[config.mk]
export PLATFORM = sky130hd
export DESIGN_NAME = rom_dma_batch_sched
export DESIGN_NICKNAME = d
export VERILOG_FILES = /design/src/rtl/rom_dma_batch_sched.sv
export SDC_FILE = /design/constraint.sdc
export NUM_CORES = 1
export LEC_CHECK = 0
export CORE_MARGIN = 4
export CORE_UTILIZATION = 29
export DETAILED_ROUTE_END_ITERATION = 8
export GPL_TIMING_DRIVEN = 0
export SYNTH_ARGS = -nofsm -noshare
export SYNTH_HDL_FRONTEND = slang
export SYNTH_SLANG_ARGS = --single-unit
[constraint.sdc]
create_clock -name clk -period 3.46 [get_ports clk]
set_input_delay 1.038 -clock clk [delete_from_list [all_inputs] [get_ports clk]]
set_output_delay 1.038 -clock clk [all_outputs]
set_load 0.03 [all_outputs]
[src/rtl/rom_dma_batch_sched.sv]
// Batch scheduler: pops host-loaded DMA descriptors and sequences the ROM DMA
// controller through LOAD/RUN/DRAIN/GAP for each one, with a run watchdog.
module rom_dma_batch_sched #(
  parameter int ROM_ADDR_WIDTH = 12,
  parameter int DESC_DEPTH     = 4,
  parameter int TIMEOUT_CYCLES = 4096,
  parameter int GAP_CYCLES     = 8
) (
  input  logic                              clk,
  input  logic                              reset_n,
  input  logic                              desc_push,
  input  logic [ROM_ADDR_WIDTH-1:0]         desc_base_addr,
  input  logic [ROM_ADDR_WIDTH-1:0]         desc_num_bytes,
  output logic                              desc_full,
  output logic [$clog2(DESC_DEPTH+1)-1:0]   desc_count,
  input  logic                              sched_enable,
  output logic                              start_rd,
  output logic                              cfg_ready,
  output logic [ROM_ADDR_WIDTH-1:0]         cfg_dma_base_addr,
  output logic [ROM_ADDR_WIDTH-1:0]         cfg_dma_num_bytes,
  input  logic                              batch_dma_done,
  input  logic                              ll_idle,
  input  logic                              clear_err,
  output logic                              busy,
  output logic                              job_done,
  output logic                              job_err,
  output logic                              err_timeout,
  output logic                              err_zero_len,
  output logic                              err_overflow,
  output logic [15:0]                       jobs_completed
);

  localparam int PTR_W = $clog2(DESC_DEPTH);
  localparam int CNT_W = $clog2(DESC_DEPTH + 1);
  localparam int WD_W  = $clog2(TIMEOUT_CYCLES);
  localparam int GAP_W = $clog2(GAP_CYCLES + 1);

  typedef enum logic [2:0] {
    S_IDLE,
    S_LOAD,
    S_RUN,
    S_DRAIN,
    S_GAP
  } state_t;

  state_t state, state_nxt;

  logic [ROM_ADDR_WIDTH-1:0] mem_base [DESC_DEPTH];
  logic [ROM_ADDR_WIDTH-1:0] mem_num  [DESC_DEPTH];
  logic [PTR_W-1:0]          wr_ptr, rd_ptr;
  logic [CNT_W-1:0]          count_nxt;
  logic [ROM_ADDR_WIDTH-1:0] head_base, head_num;
  logic [WD_W-1:0]           wdog;
  logic [GAP_W-1:0]          gap_cnt;
  logic                      push_ok, pop, wd_hit, gap_hit;
  logic                      launch, zero_skip, done_evt, to_evt;

  // Handshakes: desc_push is a valid qualified by !desc_full (ready) at the
  // same edge; start_rd/cfg_ready are held as levels for the whole RUN phase
  // and batch_dma_done is the controller's reply, only honoured in RUN.
  assign push_ok   = desc_push && !desc_full;
  assign pop       = (state == S_IDLE) && sched_enable && (desc_count != '0);
  assign head_base = mem_base[rd_ptr];
  assign head_num  = mem_num[rd_ptr];
  assign wd_hit    = (wdog == WD_W'(TIMEOUT_CYCLES - 1));
  assign gap_hit   = (gap_cnt == GAP_W'(GAP_CYCLES - 1));

  assign start_rd  = (state == S_RUN);
  assign cfg_ready = (state == S_RUN);
  assign busy      = (state != S_IDLE);

  always_comb begin
    count_nxt = desc_count;
    if (push_ok && !pop)
      count_nxt = desc_count + CNT_W'(1);
    else if (pop && !push_ok)
      count_nxt = desc_count - CNT_W'(1);
  end

  always_ff @(posedge clk) begin
    if (push_ok) begin
      mem_base[wr_ptr] <= desc_base_addr;
      mem_num[wr_ptr]  <= desc_num_bytes;
    end
  end

  always_ff @(posedge clk) begin
    if (!reset_n) begin
      wr_ptr     <= '0;
      rd_ptr     <= '0;
      desc_count <= '0;
      desc_full  <= 1'b0;
    end else begin
      if (push_ok) wr_ptr <= wr_ptr + PTR_W'(1);
      if (pop)     rd_ptr <= rd_ptr + PTR_W'(1);
      desc_count <= count_nxt;
      desc_full  <= (count_nxt == CNT_W'(DESC_DEPTH));
    end
  end

  always_comb begin
    state_nxt = state;
    launch    = 1'b0;
    zero_skip = 1'b0;
    done_evt  = 1'b0;
    to_evt    = 1'b0;
    case (state)
      S_IDLE: begin
        if (pop) begin
          if (head_num != '0) begin
            launch    = 1'b1;
            state_nxt = S_LOAD;
          end else begin
            zero_skip = 1'b1;
          end
        end
      end
      S_LOAD: state_nxt = S_RUN;
      S_RUN: begin
        // Completion beats the watchdog when both land on the same cycle.
        if (batch_dma_done) begin
          done_evt  = 1'b1;
          state_nxt = S_DRAIN;
        end else if (wd_hit) begin
          to_evt    = 1'b1;
          state_nxt = S_GAP;
        end
      end
      S_DRAIN: if (ll_idle) state_nxt = S_GAP;
      S_GAP:   if (gap_hit) state_nxt = S_IDLE;
      default: state_nxt = S_IDLE;
    endcase
  end

  always_ff @(posedge clk) begin
    if (!reset_n) begin
      state             <= S_IDLE;
      wdog              <= '0;
      gap_cnt           <= '0;
      cfg_dma_base_addr <= '0;
      cfg_dma_num_bytes <= '0;
      job_done          <= 1'b0;
      job_err           <= 1'b0;
      jobs_completed    <= '0;
      err_timeout       <= 1'b0;
      err_zero_len      <= 1'b0;
      err_overflow      <= 1'b0;
    end else begin
      state   <= state_nxt;
      wdog    <= (state == S_RUN) ? wdog + WD_W'(1) : '0;
      gap_cnt <= (state == S_GAP) ? gap_cnt + GAP_W'(1) : '0;
      if (launch) begin
        cfg_dma_base_addr <= head_base;
        cfg_dma_num_bytes <= head_num;
      end
      job_done <= done_evt;
      job_err  <= to_evt || zero_skip;
      if (done_evt) jobs_completed <= jobs_completed + 16'd1;
      // Sticky errors: a set in the same cycle as clear_err wins.
      err_timeout  <= to_evt ? 1'b1 : (clear_err ? 1'b0 : err_timeout);
      err_zero_len <= zero_skip ? 1'b1 : (clear_err ? 1'b0 : err_zero_len);
      err_overflow <= (desc_push && desc_full) ? 1'b1 :
                      (clear_err ? 1'b0 : err_overflow);
    end
  end

endmodule

==> run_results.csv <==
group,metric,value,unit
sta,post-route-period-util,92.2,%
clocking,holdBufCountCts,0,
finish,num-fill-cells,2114,
route,routed_wl,15.0,mm
clocking,cts_setup_buffers,0,
grt,grt_pass1_wl,23.5,mm
finish,nets,609,
logic_synthesis,synth_top_area_cell,"edfxtp_1",
worst_setup_path,cp-endpoint,"start_rd",
sta,setup_ws,270,ps
logic_synthesis,syn_nets,508,
logic_synthesis,synthDistinctLibCells,45,
clocking,clk_latency,430,ps
sta,slew_headroom,39.9,%
logic_synthesis,netlist_area,0.00668,mm2
sta,worstMarginPinSlew,902,ps
placement,io_buffer_count,82,
pwr,power.leakage,0.00280,uW
worst_hold_path,hold_path_class,"reg -> reg",
sta,rsz0062_at_grt,"no",
grt,antenna_found_initial,1,
die,die_h,160,um
route,drt-initial-drc-count,198,
grt,grt_usage,11.9,%
die,coreArea,0.0226,mm2
route,post_drt_wl_per_cell,17.4,um
sta,fmax,313,MHz
clocking,tritoncts,"done",
worst_setup_path,cp_max_fo,10,
logic_synthesis,ys_seq_area_share,65.3,%
logic_synthesis,synth.avg_cell_area,14.3,um2
clocking,cts.clk_slew.worst_paths,70,ps
placement,place_hpwl,10.2,mm
die,start_util,29.5,%
route,drt_pass1_iterations,6,
die,boundaryPins,83,
clocking,cts_inserted_buffers,17,
logic_synthesis,synth_seq_cells,170,
pwr,pwr-share-seq,41.2,%
sta,finClkSkew,14.5,ps
pwr,internal_power,4260,uW
grt,grt_pass1_vias,4286,
logic_synthesis,yosys-top-cells-area,"edfxtp_1, dfxtp_1, mux4_2, xnor2_1, and2_1",
placement,dp_cells,834,
logic_synthesis,synth-warning-count,0,
logic_synthesis,synth-main-ff-cell,"edfxtp_1",
route,drc,0,
pwr,power_frac_clock,32.8,%
worst_setup_path,critPathCaptureType,"output port",
finish,drive_gt1_share,12.2,%
pwr,peakVddDrop,398,uV
clocking,cts_max_path_buffers,2,
pwr,switching_share,30.6,%
worst_setup_path,r2r_cells,7,
pwr,p_per_area,722,mW/mm2
logic_synthesis,synth_edf_count,96,
finish,final_cells,866,
route,viasPerCell,4.74,
worst_setup_path,worst-r2r-setup-slack,480,ps
sta,setup_violations,0,
worst_setup_path,start_kind,"flip-flop",
status,status,"complete, no violations",
logic_synthesis,syn_inst,467,
worst_setup_path,r2r_end,"cfg_dma_base_addr[1]",
clocking,cts_htree_levels,4,
sta,drv_slew,0,
die,dieArea,0.0255,mm2
sta,layout_min_cycle_time,3190,ps
sta,finalHoldViolations,0,
die,rows,55,
route,vias,4101,
worst_setup_path,cp.arrival,2150,ps
logic_synthesis,synth_top_area_share,43.1,%
clocking,cts_sinks,170,
finish,syn_to_final_growth,27.2,%
grt,grt_max_degree,25,
job,cap_violations,0,
worst_setup_path,startpoint,"state[0]",
finish,antenna_cells,0,
clocking,clock-root-buffer,"clkbuf_16",
placement,dp_slack,-302,ps
grt,grt_remaining_overflow,0,
placement,gp_congestion,0.782,
pwr,switchingPower,1880,uW
worst_setup_path,crit_type,"reg -> out",
pwr,comb_power_share,26.0,%
die,die_w,160,um
route,antenna_left,0,
logic_synthesis,async_flop_share,0,%
worst_setup_path,worstPathRequired,2420,ps
layout by cell type, fill, tap and decap left out, types with 3 or more instances in the layout:
| cell type | Yosys | final |
|---|---|---|
| or3_1 | 7 | 7 |
| and2_1 | 22 | 18 |
| inv_6 | 0 | 3 |
| edfxtp_1 | 96 | 96 |
| buf_4 | 3 | 3 |
| dfxtp_1 | 74 | 74 |
| a21boi_0 | 6 | 6 |
| o21ai_0 | 4 | 4 |
| or4_4 | 3 | 3 |
| mux4_2 | 20 | 20 |
| ha_1 | 10 | 10 |
| nor2_1 | 18 | 18 |
| clkdlybuf4s50_1 | 0 | 82 |
| inv_1 | 8 | 8 |
| and3_1 | 5 | 5 |
| nor4bb_1 | 3 | 3 |
| and2_2 | 0 | 4 |
| bufinv_16 | 0 | 3 |
| clkbuf_1 | 17 | 17 |
| xor2_1 | 7 | 7 |
| nand4_1 | 6 | 6 |
| xnor2_1 | 22 | 22 |
| a22oi_1 | 12 | 12 |
| nand2_1 | 31 | 31 |
| nand3_1 | 23 | 23 |
| nor2b_1 | 16 | 16 |
| buf_1 | 3 | 3 |
| o211ai_1 | 3 | 3 |
| nand2b_1 | 3 | 3 |
| a21boi_1 | 12 | 12 |
| inv_8 | 0 | 3 |
| nand3b_1 | 4 | 4 |
| clkbuf_16 | 0 | 17 |
| a21oi_1 | 4 | 4 |
| mux4_1 | 4 | 4 |
| and4_1 | 4 | 4 |
Yosys cell counts, types with 4 or more instances:
cell	count
nor2b_1	16
xnor2_1	22
clkbuf_1	17
nand4_1	6
a21oi_1	4
ha_1	10
and4_1	4
nand2_1	31
or3_1	7
nand3b_1	4
inv_1	8
a21boi_0	6
nor2_1	18
mux4_1	4
mux4_2	20
a21boi_1	12
edfxtp_1	96
dfxtp_1	74
and3_1	5
and2_1	22
nand3_1	23
xor2_1	7
a22oi_1	12
o21ai_0	4
state kept, by name, indices dropped and copies added, names as in the netlist, named ones only:
name,count
mem_base,48
mem_num,48
jobs_completed,16
cfg_dma_base_addr,12
cfg_dma_num_bytes,12
wdog,12
gap_cnt,4
desc_count,3
state,3
rd_ptr,2
wr_ptr,2
desc_full,1
err_overflow,1
err_timeout,1
err_zero_len,1
job_done,1
job_err,1
area by class of cell:
class,count,area [um2],area share (%)
sequential,170,4360,51.3
multi-input combinational,263,2160,25.4
timing repair buffer,82,821,9.65
clock buffer,17,425,5.00
tap,285,357,4.19
clock inverter,15,208,2.44
buffer,26,135,1.59
inverter,8,30.0,0.353
how the worst min path moves through the flow:
stage	cells past startpoint	startpoint	to
2_1_floorplan	1	wdog[0]	wdog[0]
3_3_place_gp	1	wdog[0]	wdog[0]
3_5_place_dp	1	gap_cnt[0]	gap_cnt[0]
4_1_cts	1	gap_cnt[0]	gap_cnt[0]
5_1_grt	1	wdog[0]	wdog[0]
6_report	1	gap_cnt[0]	gap_cnt[0]
power groups by stage:
stage | clock (uW) | combinational, uW | sequential [uW]
floorplan | 0 | 863 | 2730
global placement | 0 | 1580 | 2570
detailed placement | 0 | 1610 | 2580
CTS | 2050 | 1620 | 2540
global route | 2140 | 1730 | 2550
finish | 2010 | 1590 | 2530
critical path, cell delays in order, from the launching register on:
cell and delay (ps):
dfxtp_1 300, clkbuf_1 200, nor3b_2 410, buf_4 170
clkdlybuf4s50_1 650
stage by stage:
step	util [%]	hold slack, ps	cell area [um2]	total power [uW]	setup TNS [ps]
5_1_grt	37.6	473	8500	6420	0
3_5_place_dp	34.7	439	7860	4190	-25300
2_1_floorplan	-	418	6680	3600	0
4_1_cts	37.5	454	8490	6200	0
3_3_place_gp	34.7	426	7860	4140	-19000
6_report	37.6	452	8500	6140	0
layer usage:
metal | wire length (um) | global-route usage (%) | vias to the layer above
li1 | - | - | 1926
met4 | 166 | 3.36 | 2
met5 | 13 | 0 | -
met1 | 6790 | 14.6 | 2056
met3 | 761 | 4.05 | 16
met2 | 7310 | 20.0 | 101
cell families after synthesis:
| group | share of synthesized area, % |
|---|---|
| adder cells (fa/ha/maj) | 1.87 |
| buffers and inverters | 2.47 |
| multiplexers | 8.46 |
| flip-flops | 65.3 |
| XOR/XNOR | 3.80 |
| AO/OA/AOI/OAI | 5.45 |
| AND/OR/NAND/NOR | 12.6 |
what timing repair did:
| action | 4_1_cts | 5_1_grt |
|---|---|---|
| hold endpoints to repair | 0 | 0 |
| gates resized for setup | 0 | 1 |
| endpoints found under the setup margin | 0 | 1 |
No activity file was read; power rests on OpenSTA's default activity.
